===== src/rtl/shift_sub_divider_if.sv =====
// shift_sub_divider_if: start/done handshake and result bus for the sequential divider.
interface shift_sub_divider_if #(
    parameter int DIVIDEND_W = 32,
    parameter int DIVISOR_W  = 16
);
    logic                  start;
    logic [DIVIDEND_W-1:0] dividend;
    logic [DIVISOR_W-1:0]  divisor;
    logic                  busy;
    logic                  done;
    logic [DIVISOR_W-1:0]  quotient;
    logic [DIVISOR_W-1:0]  remainder;
    logic                  div_by_zero;
    logic                  overflow;
    modport master (
        output start, dividend, divisor,
        input  busy, done, quotient, remainder, div_by_zero, overflow
    );
    modport slave (
        input  start, dividend, divisor,
        output busy, done, quotient, remainder, div_by_zero, overflow
    );
endinterface


===== src/rtl/shift_sub_divider.sv =====
// shift_sub_divider: radix-2 restoring signed/unsigned divider, one iteration per clock.
module shift_sub_divider #(
    parameter int DIVIDEND_W = 32,
    parameter int DIVISOR_W  = 16,
    parameter int SIGNED     = 1
) (
    input logic clk,
    input logic rst_n,
    shift_sub_divider_if.slave bus
);
    localparam int N  = DIVIDEND_W;
    localparam int DW = DIVISOR_W;
    localparam int CW = $clog2(N);
    localparam logic [CW-1:0] last = CW'(N - 1);
    localparam logic [N-1:0] lim_pos = N'(SIGNED != 0 ? (64'd1 << (DW - 1)) - 1 : (64'd1 << DW) - 1);
    localparam logic [N-1:0] lim_neg = N'(64'd1 << (DW - 1));
    typedef enum logic [1:0] {s_idle, s_calc, s_fix} state_t;
    state_t        state;
    logic [N-1:0]  qr;
    logic [DW-1:0] dmag;
    logic [DW:0]   rem;
    logic [CW-1:0] cnt;
    logic          qneg, rneg, dz;
    logic          sd, sv, ge, ovf_fix;
    logic [N-1:0]  dd_abs;
    logic [DW-1:0] dv_abs, q_fix, r_fix;
    logic [DW:0]   sh, diff;
    always_comb begin
        sd      = (SIGNED != 0) && bus.dividend[N-1];
        sv      = (SIGNED != 0) && bus.divisor[DW-1];
        dd_abs  = sd ? -bus.dividend : bus.dividend;
        dv_abs  = sv ? -bus.divisor : bus.divisor;
        sh      = {rem[DW-1:0], qr[N-1]};
        diff    = sh - {1'b0, dmag};
        ge      = sh >= {1'b0, dmag};
        ovf_fix = qneg ? (qr > lim_neg) : (qr > lim_pos);
        // Negative saturation bound only arises in signed mode, where it is -2^(DW-1).
        q_fix   = ovf_fix ? (qneg ? lim_neg[DW-1:0] : lim_pos[DW-1:0])
                          : (qneg ? -qr[DW-1:0] : qr[DW-1:0]);
        r_fix   = rneg ? -rem[DW-1:0] : rem[DW-1:0];
    end
    always_ff @(posedge clk or negedge rst_n) begin
        if (!rst_n) begin
            state           <= s_idle;
            qr              <= '0;
            dmag            <= '0;
            rem             <= '0;
            cnt             <= '0;
            qneg            <= 1'b0;
            rneg            <= 1'b0;
            dz              <= 1'b0;
            bus.busy        <= 1'b0;
            bus.done        <= 1'b0;
            bus.quotient    <= '0;
            bus.remainder   <= '0;
            bus.div_by_zero <= 1'b0;
            bus.overflow    <= 1'b0;
        end else begin
            bus.done <= 1'b0;
            case (state)
                s_idle: if (bus.start) begin
                    qr       <= dd_abs;
                    dmag     <= dv_abs;
                    qneg     <= sd ^ sv;
                    rneg     <= sd;
                    rem      <= '0;
                    cnt      <= '0;
                    dz       <= bus.divisor == '0;
                    bus.busy <= 1'b1;
                    state    <= bus.divisor == '0 ? s_fix : s_calc;
                end
                s_calc: begin
                    rem   <= ge ? diff : sh;
                    qr    <= {qr[N-2:0], ge};
                    cnt   <= cnt + 1'b1;
                    state <= cnt == last ? s_fix : s_calc;
                end
                s_fix: begin
                    bus.quotient    <= dz ? '0 : q_fix;
                    bus.remainder   <= dz ? '0 : r_fix;
                    bus.div_by_zero <= dz;
                    bus.overflow    <= !dz && ovf_fix;
                    bus.done        <= 1'b1;
                    bus.busy        <= 1'b0;
                    state           <= s_idle;
                end
                default: state <= s_idle;
            endcase
        end
    end
endmodule

===== src/flat_wrapper.sv =====
// flat-port wrapper written by rule: the top's interface ports become plain ports
module shift_sub_divider_flat 
#(
    parameter int DIVIDEND_W = 32,
    parameter int DIVISOR_W  = 16,
    parameter int SIGNED     = 1
)
  (clk, rst_n, bus_start, bus_dividend, bus_divisor, bus_busy, bus_done, bus_quotient, bus_remainder, bus_div_by_zero, bus_overflow);
  shift_sub_divider_if #(.DIVIDEND_W(DIVIDEND_W), .DIVISOR_W(DIVISOR_W)) bus_i ();
  input logic clk;
  input logic rst_n;
  input wire logic [$bits(bus_i.start)-1:0] bus_start;
  input wire logic [$bits(bus_i.dividend)-1:0] bus_dividend;
  input wire logic [$bits(bus_i.divisor)-1:0] bus_divisor;
  output wire logic [$bits(bus_i.busy)-1:0] bus_busy;
  output wire logic [$bits(bus_i.done)-1:0] bus_done;
  output wire logic [$bits(bus_i.quotient)-1:0] bus_quotient;
  output wire logic [$bits(bus_i.remainder)-1:0] bus_remainder;
  output wire logic [$bits(bus_i.div_by_zero)-1:0] bus_div_by_zero;
  output wire logic [$bits(bus_i.overflow)-1:0] bus_overflow;
  assign bus_i.start = bus_start;
  assign bus_i.dividend = bus_dividend;
  assign bus_i.divisor = bus_divisor;
  assign bus_busy = bus_i.busy;
  assign bus_done = bus_i.done;
  assign bus_quotient = bus_i.quotient;
  assign bus_remainder = bus_i.remainder;
  assign bus_div_by_zero = bus_i.div_by_zero;
  assign bus_overflow = bus_i.overflow;
  shift_sub_divider #(.DIVIDEND_W(DIVIDEND_W), .DIVISOR_W(DIVISOR_W), .SIGNED(SIGNED)) u_core (.clk(clk), .rst_n(rst_n), .bus(bus_i));
endmodule

===== config.mk =====
export PLATFORM = sky130hd
export DESIGN_NAME = shift_sub_divider_flat
export DESIGN_NICKNAME = d
export VERILOG_FILES = /design/src/rtl/shift_sub_divider_if.sv /design/src/rtl/shift_sub_divider.sv /design/src/flat_wrapper.sv
export SDC_FILE = /design/constraint.sdc
export NUM_CORES = 1
export LEC_CHECK = 0
export BUFFER_PORTS_ARGS = -buffer_cell sky130_fd_sc_hd__buf_2
export CELL_PAD_IN_SITES_DETAIL_PLACEMENT = 1
export CELL_PAD_IN_SITES_GLOBAL_PLACEMENT = 1
export CORE_MARGIN = 2
export CORE_UTILIZATION = 48
export DETAILED_ROUTE_END_ITERATION = 7
export PLACE_DENSITY = 0.9
export SYNTH_ARGS = -nofsm -noshare
export SYNTH_HDL_FRONTEND = slang
export SYNTH_SLANG_ARGS = --single-unit

===== constraint.sdc =====
create_clock -name clk -period 4.2 [get_ports clk]
set_input_delay 0.63 -clock clk [delete_from_list [all_inputs] [get_ports clk]]
set_output_delay 0.63 -clock clk [all_outputs]
set_load 0.01 [all_outputs]

==> summary.md, run 1 <==
| Metric | Value |
|---|---|
| Comb pwr share | `52.0%` |
| Overflow after GRT | `0` |
| First-pass GRT wire length | `33,360 µm` |
| Area of the die | `15,290 µm²` |
| I/O Pins | `87` |
| IO buf count | `86` |
| Clock Power Share | `14.8%` |
| Seq pwr share | `33.2%` |
| Synthesized cell area | `6870 µm²` |
| CTS root buf | `clkbuf_16` |
| Yosys warnings | `0` |
| Number of vias per cell | `6.176` |
| Die width | `123.6 µm` |
| Initial antenna violation count | `1` |
| Maximum fanout along the worst path | `26` |
| Worst slew pin tran | `1.267 ns` |
| Unique masters post-synth | `56` |
| Sw Ratio | `46.99%` |
| Setup Viol. Count Final | `0` |
| Maximum vdd drop | `307.8 µV` |
| Reg2Reg Depth | `8` |
| Nets | `917` |
| Total number of vias | `6,355` |
| Setup TNS | `0 ns` |
| Mean post-synth cell area | `8.697 µm²` |
| Worst Hold Path Cells | `2` |
| CP Data Required Time | `4.39 ns` |
| Overall routed net length | `20,420 µm` |
| Number of synthesized flops with an enable pin | `0` |
| Kind of critical path | `reg -> reg` |
| Power Density | `781.9 nW/µm²` |
| Leakage | `3.412 nW` |
| CTS sink count | `110` |
| CTS buffer count | `9` |
| Post-synthesis sequential area ratio | `40.07%` |
| Share of cells above drive strength 1 | `13.92%` |
| Ys flop type | `dfrtp_1` |
| Place WS | `1.031 ns` |
| Post-CTS setup buffers | `0` |
| WL per Instance | `19.84 µm` |
| Cells resized by post-CTS repair | `0` |
| Run status | `completed` |
| Core box area | `13,930 µm²` |
| Placer Congestion | `0.8806` |
| Critical path launch point type | `flip-flop` |
| F_max | `306.7 MHz` |
| Die Span Y | `123.6 µm` |
| Critical path endpoint category | `flip-flop` |
| Unrepaired setup endpoints after global routing | `no` |
| Final Hold Fails | `0` |
| Drt initial violations | `426` |
| Most frequent cells in the layout | `nand2_1 (114), dfrtp_1 (110), o21ai_0 (103)` |
| Max cap viols | `0` |
| Psw | `0.002818 W` |
| Post-CTS Hold Fix Bufs | `0` |
| Final slew viol count | `0` |
| Tmin final | `3.261 ns` |
| Total global-route track usage | `27.60%` |
| CP arrival | `3.45 ns` |
| Final period util | `77.64%` |
| Clock Path Buffers | `2` |
| Vias in the first global route | `6,634` |
| Asr flop ratio synth | `100.0%` |
| Antenna viol nets, final | `0` |
| Largest net degree at the start of global routing | `87` |
| Most common cell after layout, fill and taps aside | `nand2_1` |
| Starting density of the core | `49.30%` |
| Skew-Pair Late Insertion Delay | `0.36 ns` |
| Internal power | `0.003178 W` |
| Mapped Nets | `864` |
| Pre-antenna DRT Iters | `7` |
| Row cnt | `43` |
| Gate Count Post-Synth | `790` |
| CTS clk-pin slew, worst paths | `0.08 ns` |
| Fillers | `1,698` |
| Setup ws final | `0.9391 ns` |
| Setup Skew | `0.007111 ns` |
| Hold crit path type | `reg -> reg` |
| Drc violations | `0` |
| Max H-tree Level | `3` |
| Syn-to-layout area delta | `11.62%` |
| TritonCTS clock tree | `built` |
| Max_slew headroom | `15.34%` |
| FF+latch count, synth | `110` |
| HPWL after DPL | `14,990 µm` |
[cell usage after synthesis (4+ instances only)]
master    number  area, µm²
ha_1          22      275.3
a22o_1        10      87.58
o22ai_1       13      81.33
o21ai_0      103      515.5
o311ai_0      10      87.58
inv_1         31      116.4
a21o_1         4      30.03
mux2i_1       10      100.1
nand2b_1      12      75.07
xnor2_1       20      175.2
xor2_1        56      490.5
o41ai_1        6      52.55
nor2b_1        8      50.05
nand4_1        5      31.28
clkbuf_1      39      146.4
or3_1          9      56.30
nor3_1        11      55.05
dfrtp_1      110       2753
or2_2          4      25.02
a22oi_1       24      180.2
a31oi_1        7      43.79
nand3_1       13      65.06
o31ai_1       21      157.7
nor4_1        11      68.82
buf_1          5      18.77
a21oi_1       28      140.1
nor2_1        32      120.1
or4_1          7      52.55
nand2_1      114      427.9
[path summary, 6_finish.rpt]
kind                                                         start                                  end  slack [ns]
worst min register to register  u_core.bus.quotient[5]$_DFFE_PN0P_   u_core.bus.quotient[5]$_DFFE_PN0P_        0.47
worst max register to register           u_core.rem[2]$_DFFE_PN0P_            u_core.rem[2]$_DFFE_PN0P_        0.94
worst max-delay path                     u_core.rem[2]$_DFFE_PN0P_            u_core.rem[2]$_DFFE_PN0P_        0.94
min in group asynchronous                                    rst_n  u_core.bus.remainder[8]$_DFFE_PN0P_        0.48
max in group asynchronous                                    rst_n            u_core.qr[15]$_DFFE_PN0P_        2.74
worst min-delay path            u_core.bus.quotient[5]$_DFFE_PN0P_   u_core.bus.quotient[5]$_DFFE_PN0P_        0.47
[metal layers]
metal,up-vias,global-route usage (%),part of all wire (%)
met5,-,0,0
met4,0,10.58,2.2
met3,33,4.258,4.4
met2,165,46.02,49
met1,3207,36.22,45
li1,2950,-,-
[power groups by stage]
stage | clock (W) | sequential (W) | combinational, W
floorplan | 0 | 0.00177 | 0.00234
global placement | 0 | 0.00194 | 0.00282
detailed placement | 0 | 0.00199 | 0.00306
CTS | 0.000890 | 0.00197 | 0.00310
global route | 0.000924 | 0.00205 | 0.00346
finish | 0.000886 | 0.00199 | 0.00312
[layout make-up]
type / count / area (µm²) / area share (%)
Antenna cell: 1 / 2.502 / 0.03263
Clock buffer: 10 / 239.0 / 3.116
Clock inverter: 6 / 61.31 / 0.7995
Inverter: 31 / 116.4 / 1.517
Multi-Input combinational cell: 602 / 3816 / 49.76
Sequential cell: 110 / 2753 / 35.89
Tap cell: 180 / 225.2 / 2.937
Timing Repair Buffer: 89 / 455.4 / 5.939
[per-stage QoR]
stage	std cells	area (µm²)	hold slack (ns)	total power [W]	util, %
2_1_floorplan	790	6870	0.3344	0.004104	-
3_3_place_gp	1012	7366	0.4459	0.004760	52.86
3_5_place_dp	1012	7366	0.4613	0.005044	52.86
4_1_cts	1028	7666	0.4782	0.005961	55.01
5_1_grt	1028	7666	0.5004	0.006433	55.01
6_report	1029	7669	0.4711	0.005996	55.03
[kinds of logic (layout without fill, tap and decap cells)]
family          after synthesis  count (layout)  synth area share (%)
compound gates              253             253                 23.20
flops                       110             110                 40.07
other cells                   0               1                     0
fa+ha+maj                    23              23                 4.298
simple gates                238             238                 16.46
buf+inv                      78             136                 4.498
xor+xnor                     76              76                 9.689
mux                          12              12                 1.785
[sequential cells by signal, summed over array words and instances (netlist names), 2 cells and up]
name and flops:
u_core.qr 32, u_core.bus.quotient 16, u_core.bus.remainder 16, u_core.dmag 16, u_core.rem 16, u_core.cnt 5
u_core.state 2
[critical path, stage by stage, from the launching register on]
cell and delay [ns]:
dfrtp_1 0.47, ha_1 0.42, a21o_1 0.21, a21oi_1 0.25, a21oi_1 0.18, o2111ai_1 0.27, a22o_1 0.87, mux2i_1 0.30
o21ai_0 0.13
No activity file was read; power rests on OpenSTA's default activity.
==> inputs of run 2 (changes only) <==
--- a/config.mk
+++ b/config.mk
@@ -9,9 +9,9 @@
 export CELL_PAD_IN_SITES_DETAIL_PLACEMENT = 1
 export CELL_PAD_IN_SITES_GLOBAL_PLACEMENT = 1
 export CORE_MARGIN = 2
-export CORE_UTILIZATION = 48
+export CORE_UTILIZATION = 45
 export DETAILED_ROUTE_END_ITERATION = 7
-export PLACE_DENSITY = 0.9
+export PLACE_DENSITY = 0.85
 export SYNTH_ARGS = -nofsm -noshare
 export SYNTH_HDL_FRONTEND = slang
 export SYNTH_SLANG_ARGS = --single-unit
==> constraint.sdc (replaced) <==
create_clock -name clk -period 3.3 [get_ports clk]
set_input_delay 0.495 -clock clk [delete_from_list [all_inputs] [get_ports clk]]
set_output_delay 0.495 -clock clk [all_outputs]
set_load 0.01 [all_outputs]
==> run 2 against run 1 <==
Against the previous run:
- flip-flop and latch count unchanged
- critical path type unchanged
- core utilization decreased by 2.9 points
- non-clock buffer count is 16 higher
- highest routed layer unchanged
==> summary.md, run 2 (synthesis gave the netlist of run 1 again) <==
| Metric | Value |
|---|---|
| Run status | `completed (unchanged)` |
| TritonCTS clock tree | `built (unchanged)` |
| Drt initial violations | `458 (was 426)` |
| HPWL after DPL | `14,880 µm (was 14,990 µm)` |
| F_max | `343.1 MHz (was 306.7 MHz)` |
| Final period util | `88.31% (was 77.64%)` |
| Number of diodes | `0 (was 1)` |
| Cell family with most CP delay | `simple AND/OR/NAND/NOR gates (was compound AO/OA/AOI/OAI gates)` |
| Unrepaired setup endpoints after global routing | `no (unchanged)` |
| Max cap viols | `0 (unchanged)` |
| Pre-antenna DRT Iters | `7 (unchanged)` |
| Setup Skew | `0.01226 ns (was 0.007111 ns)` |
| Placer Congestion | `0.9263 (was 0.8806)` |
| IO buf count | `86 (unchanged)` |
| Non-Filler Instances | `1,052 (was 1,029)` |
| Final Hold Fails | `0 (unchanged)` |
| Post-CTS Hold Fix Bufs | `0 (unchanged)` |
| Reg area | `2753 µm² (unchanged)` |
| Hold crit path type | `in -> async (was reg -> reg)` |
| Leakage | `3.490 nW (was 3.412 nW)` |
| Area of the die | `16,270 µm² (was 15,290 µm²)` |
| Worst setup path startpoint | `u_core.qr[12]$_DFFE_PN0P_ (was u_core.rem[2]$_DFFE_PN0P_)` |
| Antenna viol nets, final | `0 (unchanged)` |
| CP Data Required Time | `3.56 ns (was 4.39 ns)` |
| Cells resized by post-CTS repair | `0 (unchanged)` |
| Overflow after GRT | `0 (unchanged)` |
| CTS sink count | `110 (unchanged)` |
| Max FFs per register | `32 (unchanged)` |
| Maximum fanout along the worst path | `14 (was 26)` |
| WP buf/inv | `1 (was 0)` |
| Overall routed net length | `20,090 µm (was 20,420 µm)` |
| Critical path launch point type | `flip-flop (unchanged)` |
| Largest net degree at the start of global routing | `49 (was 87)` |
| Reg2reg start | `u_core.qr[12]$_DFFE_PN0P_ (was u_core.rem[2]$_DFFE_PN0P_)` |
| Nets | `933 (was 917)` |
| Final slew viol count | `0 (unchanged)` |
| Total number of vias | `6,317 (was 6,355)` |
| Critical path cell sequence | `or4_4 -> or3_1 -> o31a_1 -> or2_1 -> buf_4 -> nor2_1 -> o22ai_1 -> a22o_1 (was ha_1 -> a21o_1 -> a21oi_1 -> a21oi_1 -> o2111ai_1 -> a22o_1 -> mux2i_1 -> o21ai_0)` |
| Starting density of the core | `45.70% (was 49.30%)` |
| Total global-route track usage | `25.11% (was 27.60%)` |
| Skew-Pair Late Insertion Delay | `0.37 ns (was 0.36 ns)` |
| Die width | `127.6 µm (was 123.6 µm)` |
| Largest register by flop count | `u_core.qr (unchanged)` |
| Tmin final | `2.914 ns (was 3.261 ns)` |
| Die Span Y | `127.6 µm (was 123.6 µm)` |
| Max H-tree Level | `3 (unchanged)` |
| Max stage delay on crit path | `0.60 ns (was 0.87 ns)` |
| Worst slew pin tran | `0.9410 ns (was 1.267 ns)` |
| Critical Path Slowest Stage Cell | `or4_4 (was a22o_1)` |
| CTS root buf | `clkbuf_16 (unchanged)` |
| Row cnt | `45 (was 43)` |
| Core box area | `15,030 µm² (was 13,930 µm²)` |
| Share of cells above drive strength 1 | `15.51% (was 13.92%)` |
| CTS buffer count | `9 (unchanged)` |
| WL per Instance | `19.10 µm (was 19.84 µm)` |
| Maximum vdd drop | `467.7 µV (was 307.8 µV)` |
| Placed Cells | `1,036 (was 1,012)` |
| Fillers | `1,791 (was 1,698)` |
| CP arrival | `3.17 ns (was 3.45 ns)` |
| Kind of critical path | `reg -> reg (unchanged)` |
| Setup Viol. Count Final | `0 (unchanged)` |
| Setup TNS | `0 ns (unchanged)` |
| Most common cell after layout, fill and taps aside | `nand2_1 (unchanged)` |
| Vias in the first global route | `6,443 (was 6,634)` |
| CTS clk-pin slew, worst paths | `0.08 ns (about the same)` |
| I/O Pins | `87 (unchanged)` |
| Number of vias per cell | `6.005 (was 6.176)` |
| First-pass GRT wire length | `32,910 µm (was 33,360 µm)` |
| Critical path endpoint category | `flip-flop (unchanged)` |
| Power Density | `988.6 nW/µm² (was 781.9 nW/µm²)` |
| Clock Path Buffers | `2 (unchanged)` |
| Max_slew headroom | `37.27% (was 15.34%)` |
| Initial antenna violation count | `0 (was 1)` |
| Multi-input logic area | `3811 µm² (was 3816 µm²)` |
| Most frequent cells in the layout | `nand2_1 (114), dfrtp_1 (110), o21ai_0 (103) (unchanged)` |
| Drc violations | `0 (unchanged)` |
| Syn-to-layout area delta | `14.06% (was 11.62%)` |
| Post-CTS setup buffers | `0 (unchanged)` |
## run 2: through the flow
| step | utilization (%) | instance area, µm² | setup WS (ns) | power, W | hold slack [ns] |
|---|---|---|---|---|---|
| after detailed placement | 49.91 | 7503 | 0.2549 | 0.006440 | 0.4637 |
| after floorplan | - | 6870 | 0.6650 | 0.005224 | 0.1994 |
| final | 52.13 | 7836 | 0.3857 | 0.007747 | 0.1542 |
| after global placement | 49.91 | 7503 | 0.4502 | 0.006159 | 0.4484 |
| after CTS | 52.13 | 7836 | 0.4027 | 0.007722 | 0.1858 |
| after global routing | 52.13 | 7836 | 0.1837 | 0.008362 | 0.2003 |
## run 2: layout make-up
type	count	share of cell area, %
Inverter	31	1.485
Tap cell	188	3.002
Timing Repair Buffer	105	7.504
Multi-Input combinational cell	602	48.63
Clock inverter	6	1.198
Clock buffer	10	3.050
Sequential cell	110	35.13
## run 2: power breakdown
group / switching, W / total (W) / internal, W / leakage [nW]
clock network: 0.000538 / 0.00123 / 0.000692 / 0.153
logic: 0.00238 / 0.00406 / 0.00168 / 1.97
registers: 0.000599 / 0.00245 / 0.00185 / 1.36
total: 0.00352 / 0.00775 / 0.00423 / 3.49
## run 2: final timing paths
| check | slack [ns] | cells after the start | to |
|---|---|---|---|
| min in group clk | 0.44 | 3 | u_core.qr[26]$_DFFE_PN0P_ |
| max in group asynchronous | 2.41 | 2 | u_core.dmag[2]$_DFFE_PN0P_ |
| hold reg to reg | 0.47 | 2 | u_core.bus.quotient[0]$_DFFE_PN0P_ |
| setup reg to reg | 0.39 | 8 | u_core.bus.quotient[2]$_DFFE_PN0P_ |
| hold / removal | 0.15 | 1 | u_core.rem[12]$_DFFE_PN0P_ |
| setup / recovery | 0.39 | 8 | u_core.bus.quotient[2]$_DFFE_PN0P_ |
## run 2: layer usage
layer	up-vias	GRT usage [%]	part of all wire, %
li1	2987	-	-
met1	3178	33.72	46
met2	134	42.72	49
met3	18	3.518	3.2
met4	0	6.723	1.3
met5	-	0	0
==> inputs of run 3 (changes only) <==
--- a/config.mk
+++ b/config.mk
@@ -6,12 +6,10 @@
 export NUM_CORES = 1
 export LEC_CHECK = 0
 export BUFFER_PORTS_ARGS = -buffer_cell sky130_fd_sc_hd__buf_2
-export CELL_PAD_IN_SITES_DETAIL_PLACEMENT = 1
-export CELL_PAD_IN_SITES_GLOBAL_PLACEMENT = 1
 export CORE_MARGIN = 2
-export CORE_UTILIZATION = 45
+export CORE_UTILIZATION = 49
 export DETAILED_ROUTE_END_ITERATION = 7
-export PLACE_DENSITY = 0.85
+export PLACE_DENSITY = 0.73
 export SYNTH_ARGS = -nofsm -noshare
 export SYNTH_HDL_FRONTEND = slang
 export SYNTH_SLANG_ARGS = --single-unit
==> run 3 against run 2 <==
Against the previous run:
- routed wire length fell by 18%
- hold slack better by 0.013 ns
- critical path type unchanged
- combinational power shrank 5.7%
- critical path depth increased by 1
- flip-flop and latch count is the same
- clock skew is 0.0056 ns lower
- core utilization rose by 4.4 points
- via count shrank 5.4%
==> summary.md, run 3 (synthesis gave the netlist of run 1 again) <==
| Metric | Value |
|---|---|
| Tmin final | `2.824 ns (was 2.914 ns)` |
| Starting density of the core | `49.88% (was 45.70%)` |
| Placed cell area | `7481 µm² (was 7503 µm²)` |
| Max FFs per register | `32 (unchanged)` |
| Critical path endpoint category | `flip-flop (unchanged)` |
| Worst slew pin tran | `0.8927 ns (was 0.9410 ns)` |
| Nets | `933 (unchanged)` |
| WL per Instance | `15.71 µm (was 19.10 µm)` |
| Antenna viol nets, final | `0 (unchanged)` |
| CP Data Required Time | `3.57 ns (was 3.56 ns)` |
| Skew-Pair Late Insertion Delay | `0.35 ns (was 0.37 ns)` |
| Final Hold Fails | `0 (unchanged)` |
| Cells resized by post-CTS repair | `0 (unchanged)` |
| Reg area | `2753 µm² (unchanged)` |
| F_max | `354.1 MHz (was 343.1 MHz)` |
| Pre-antenna DRT Iters | `5 (was 7)` |
| Overall routed net length | `16,380 µm (was 20,090 µm)` |
| Most common cell on crit path | `o2111ai_1` |
| CTS clk-pin slew, worst paths | `0.07 ns (was 0.08 ns)` |
| Worst setup path startpoint | `u_core.rem[0]$_DFFE_PN0P_ (was u_core.qr[12]$_DFFE_PN0P_)` |
| Overflow after GRT | `0 (unchanged)` |
| Vias in the first global route | `5,384 (was 6,443)` |
| Critical Path Slowest Stage Cell | `dfrtp_1 (was or4_4)` |
| IO buf count | `86 (unchanged)` |
| Setup TNS | `0 ns (unchanged)` |
| Die Span Y | `122.4 µm (was 127.6 µm)` |
| First-pass GRT wire length | `27,350 µm (was 32,910 µm)` |
| Share of cells above drive strength 1 | `15.30% (was 15.51%)` |
| Post-CTS Hold Fix Bufs | `0 (unchanged)` |
| Drt initial violations | `489 (was 458)` |
| Core box area | `13,770 µm² (was 15,030 µm²)` |
| Max cap viols | `0 (unchanged)` |
| I/O Pins | `87 (unchanged)` |
| Final period util | `85.57% (was 88.31%)` |
| Maximum vdd drop | `454.8 µV (was 467.7 µV)` |
| Placer Congestion | `0.9309 (was 0.9263)` |
| CTS root buf | `clkbuf_16 (unchanged)` |
| Hold slack | `0.1670 ns (was 0.1542 ns)` |
| Max_slew headroom | `40.49% (was 37.27%)` |
| Most frequent cells in the layout | `nand2_1 (114), dfrtp_1 (110), o21ai_0 (103) (unchanged)` |
| HPWL after DPL | `12,090 µm (was 14,880 µm)` |
| Die width | `122.4 µm (was 127.6 µm)` |
| Reg2reg start | `u_core.rem[0]$_DFFE_PN0P_ (was u_core.qr[12]$_DFFE_PN0P_)` |
| Max stage delay on crit path | `0.50 ns (was 0.60 ns)` |
| Largest register by flop count | `u_core.qr (unchanged)` |
| Fillers | `1,308 (was 1,791)` |
| Row cnt | `43 (was 45)` |
| Post-CTS setup buffers | `0 (unchanged)` |
| Clock Path Buffers | `2 (unchanged)` |
| Hold crit path type | `in -> async (unchanged)` |
| Unrepaired setup endpoints after global routing | `no (unchanged)` |
| Drc violations | `0 (unchanged)` |
| Largest net degree at the start of global routing | `55 (was 49)` |
| Final slew viol count | `0 (unchanged)` |
| Setup Skew | `0.006633 ns (was 0.01226 ns)` |
| TritonCTS clock tree | `built (unchanged)` |
| Total global-route track usage | `22.75% (was 25.11%)` |
| Total number of vias | `5,979 (was 6,317)` |
| Number of vias per cell | `5.733 (was 6.005)` |
| Area of the die | `14,980 µm² (was 16,270 µm²)` |
| Run status | `completed (unchanged)` |
| CP arrival | `3.09 ns (was 3.17 ns)` |
| Kind of critical path | `reg -> reg (unchanged)` |
| Setup Viol. Count Final | `0 (unchanged)` |
| Max H-tree Level | `3 (unchanged)` |
| Leakage | `3.483 nW (was 3.490 nW)` |
| Maximum fanout along the worst path | `26 (was 14)` |
| Critical path launch point type | `flip-flop (unchanged)` |
| Multi-input logic area | `3811 µm² (unchanged)` |
| Number of diodes | `0 (unchanged)` |
| Post-route cell area | `7781 µm² (was 7836 µm²)` |
| CTS sink count | `110 (unchanged)` |
| Most common cell after layout, fill and taps aside | `nand2_1 (unchanged)` |
| CTS buffer count | `9 (unchanged)` |
| Power Density | `946.4 nW/µm² (was 988.6 nW/µm²)` |
| Critical path cell sequence | `ha_1 -> nor2b_1 -> o2111ai_1 -> a21oi_1 -> o2111ai_1 -> a22o_1 -> buf_4 -> or2_2 -> o21ai_0 (was or4_4 -> or3_1 -> o31a_1 -> or2_1 -> buf_4 -> nor2_1 -> o22ai_1 -> a22o_1)` |
| Syn-to-layout area delta | `13.26% (was 14.06%)` |
| Initial antenna violation count | `0 (unchanged)` |
run 3: changes by cell type in the layout (fill, tap and decap cells not counted), sizes merged:
| cell | change |
|---|---|
| inv | -1 |
| clkinv | +2 |
| clkbuf | +2 |
| bufinv | -1 |
| clkinvlp | -3 |
run 3: final timing paths:
check	cells past startpoint	slack (ns)	endpoint
max	9	0.48	u_core.rem[15]$_DFFE_PN0P_
min	1	0.17	u_core.dmag[9]$_DFFE_PN0P_
max reg2reg	9	0.48	u_core.rem[15]$_DFFE_PN0P_
min reg2reg	2	0.46	u_core.bus.quotient[5]$_DFFE_PN0P_
max in group asynchronous	2	2.36	u_core.bus.quotient[14]$_DFFE_PN0P_
min in group clk	3	0.44	u_core.qr[26]$_DFFE_PN0P_
run 3: per-layer routing:
layer | wire length, µm | global-route usage, %
met5 | 0 | 0
met3 | 795 | 2.974
met1 | 8037 | 34.84
met2 | 7320 | 33.65
met4 | 230 | 6.394
run 3: worst max-delay path, delay by kind of cell, from the launching register on:
family          cells  cell delay [ns]
compound gates      5             1.15
buf+inv             1             0.22
fa+ha+maj           1             0.35
flops               1             0.50
simple gates        2             0.52
run 3: stage by stage:
stage | setup slack (ns) | instances | total power (W) | util (%)
floorplan | 0.6650 | 790 | 0.005224 | -
global placement | 0.4539 | 1028 | 0.006114 | 54.32
detailed placement | 0.3884 | 1028 | 0.006215 | 54.32
CTS | 0.4997 | 1043 | 0.007351 | 56.50
global route | 0.1982 | 1043 | 0.008007 | 56.50
finish | 0.4763 | 1043 | 0.007365 | 56.50
run 3: layout make-up:
class	count	share of cell area (%)
Multi-Input combinational cell	602	48.98
Sequential cell	110	35.38
Timing Repair Buffer	105	7.397
Clock buffer	12	3.296
Tap cell	180	2.894
Inverter	31	1.495
Clock inverter	3	0.5628
run 3: power by group:
| part | total, W | switching, W | internal [W] |
|---|---|---|---|
| Clock | 0.00111 | 0.000485 | 0.000627 |
| Sequential | 0.00243 | 0.000571 | 0.00185 |
| Combinational | 0.00383 | 0.00217 | 0.00165 |
| Total | 0.00736 | 0.00323 | 0.00414 |
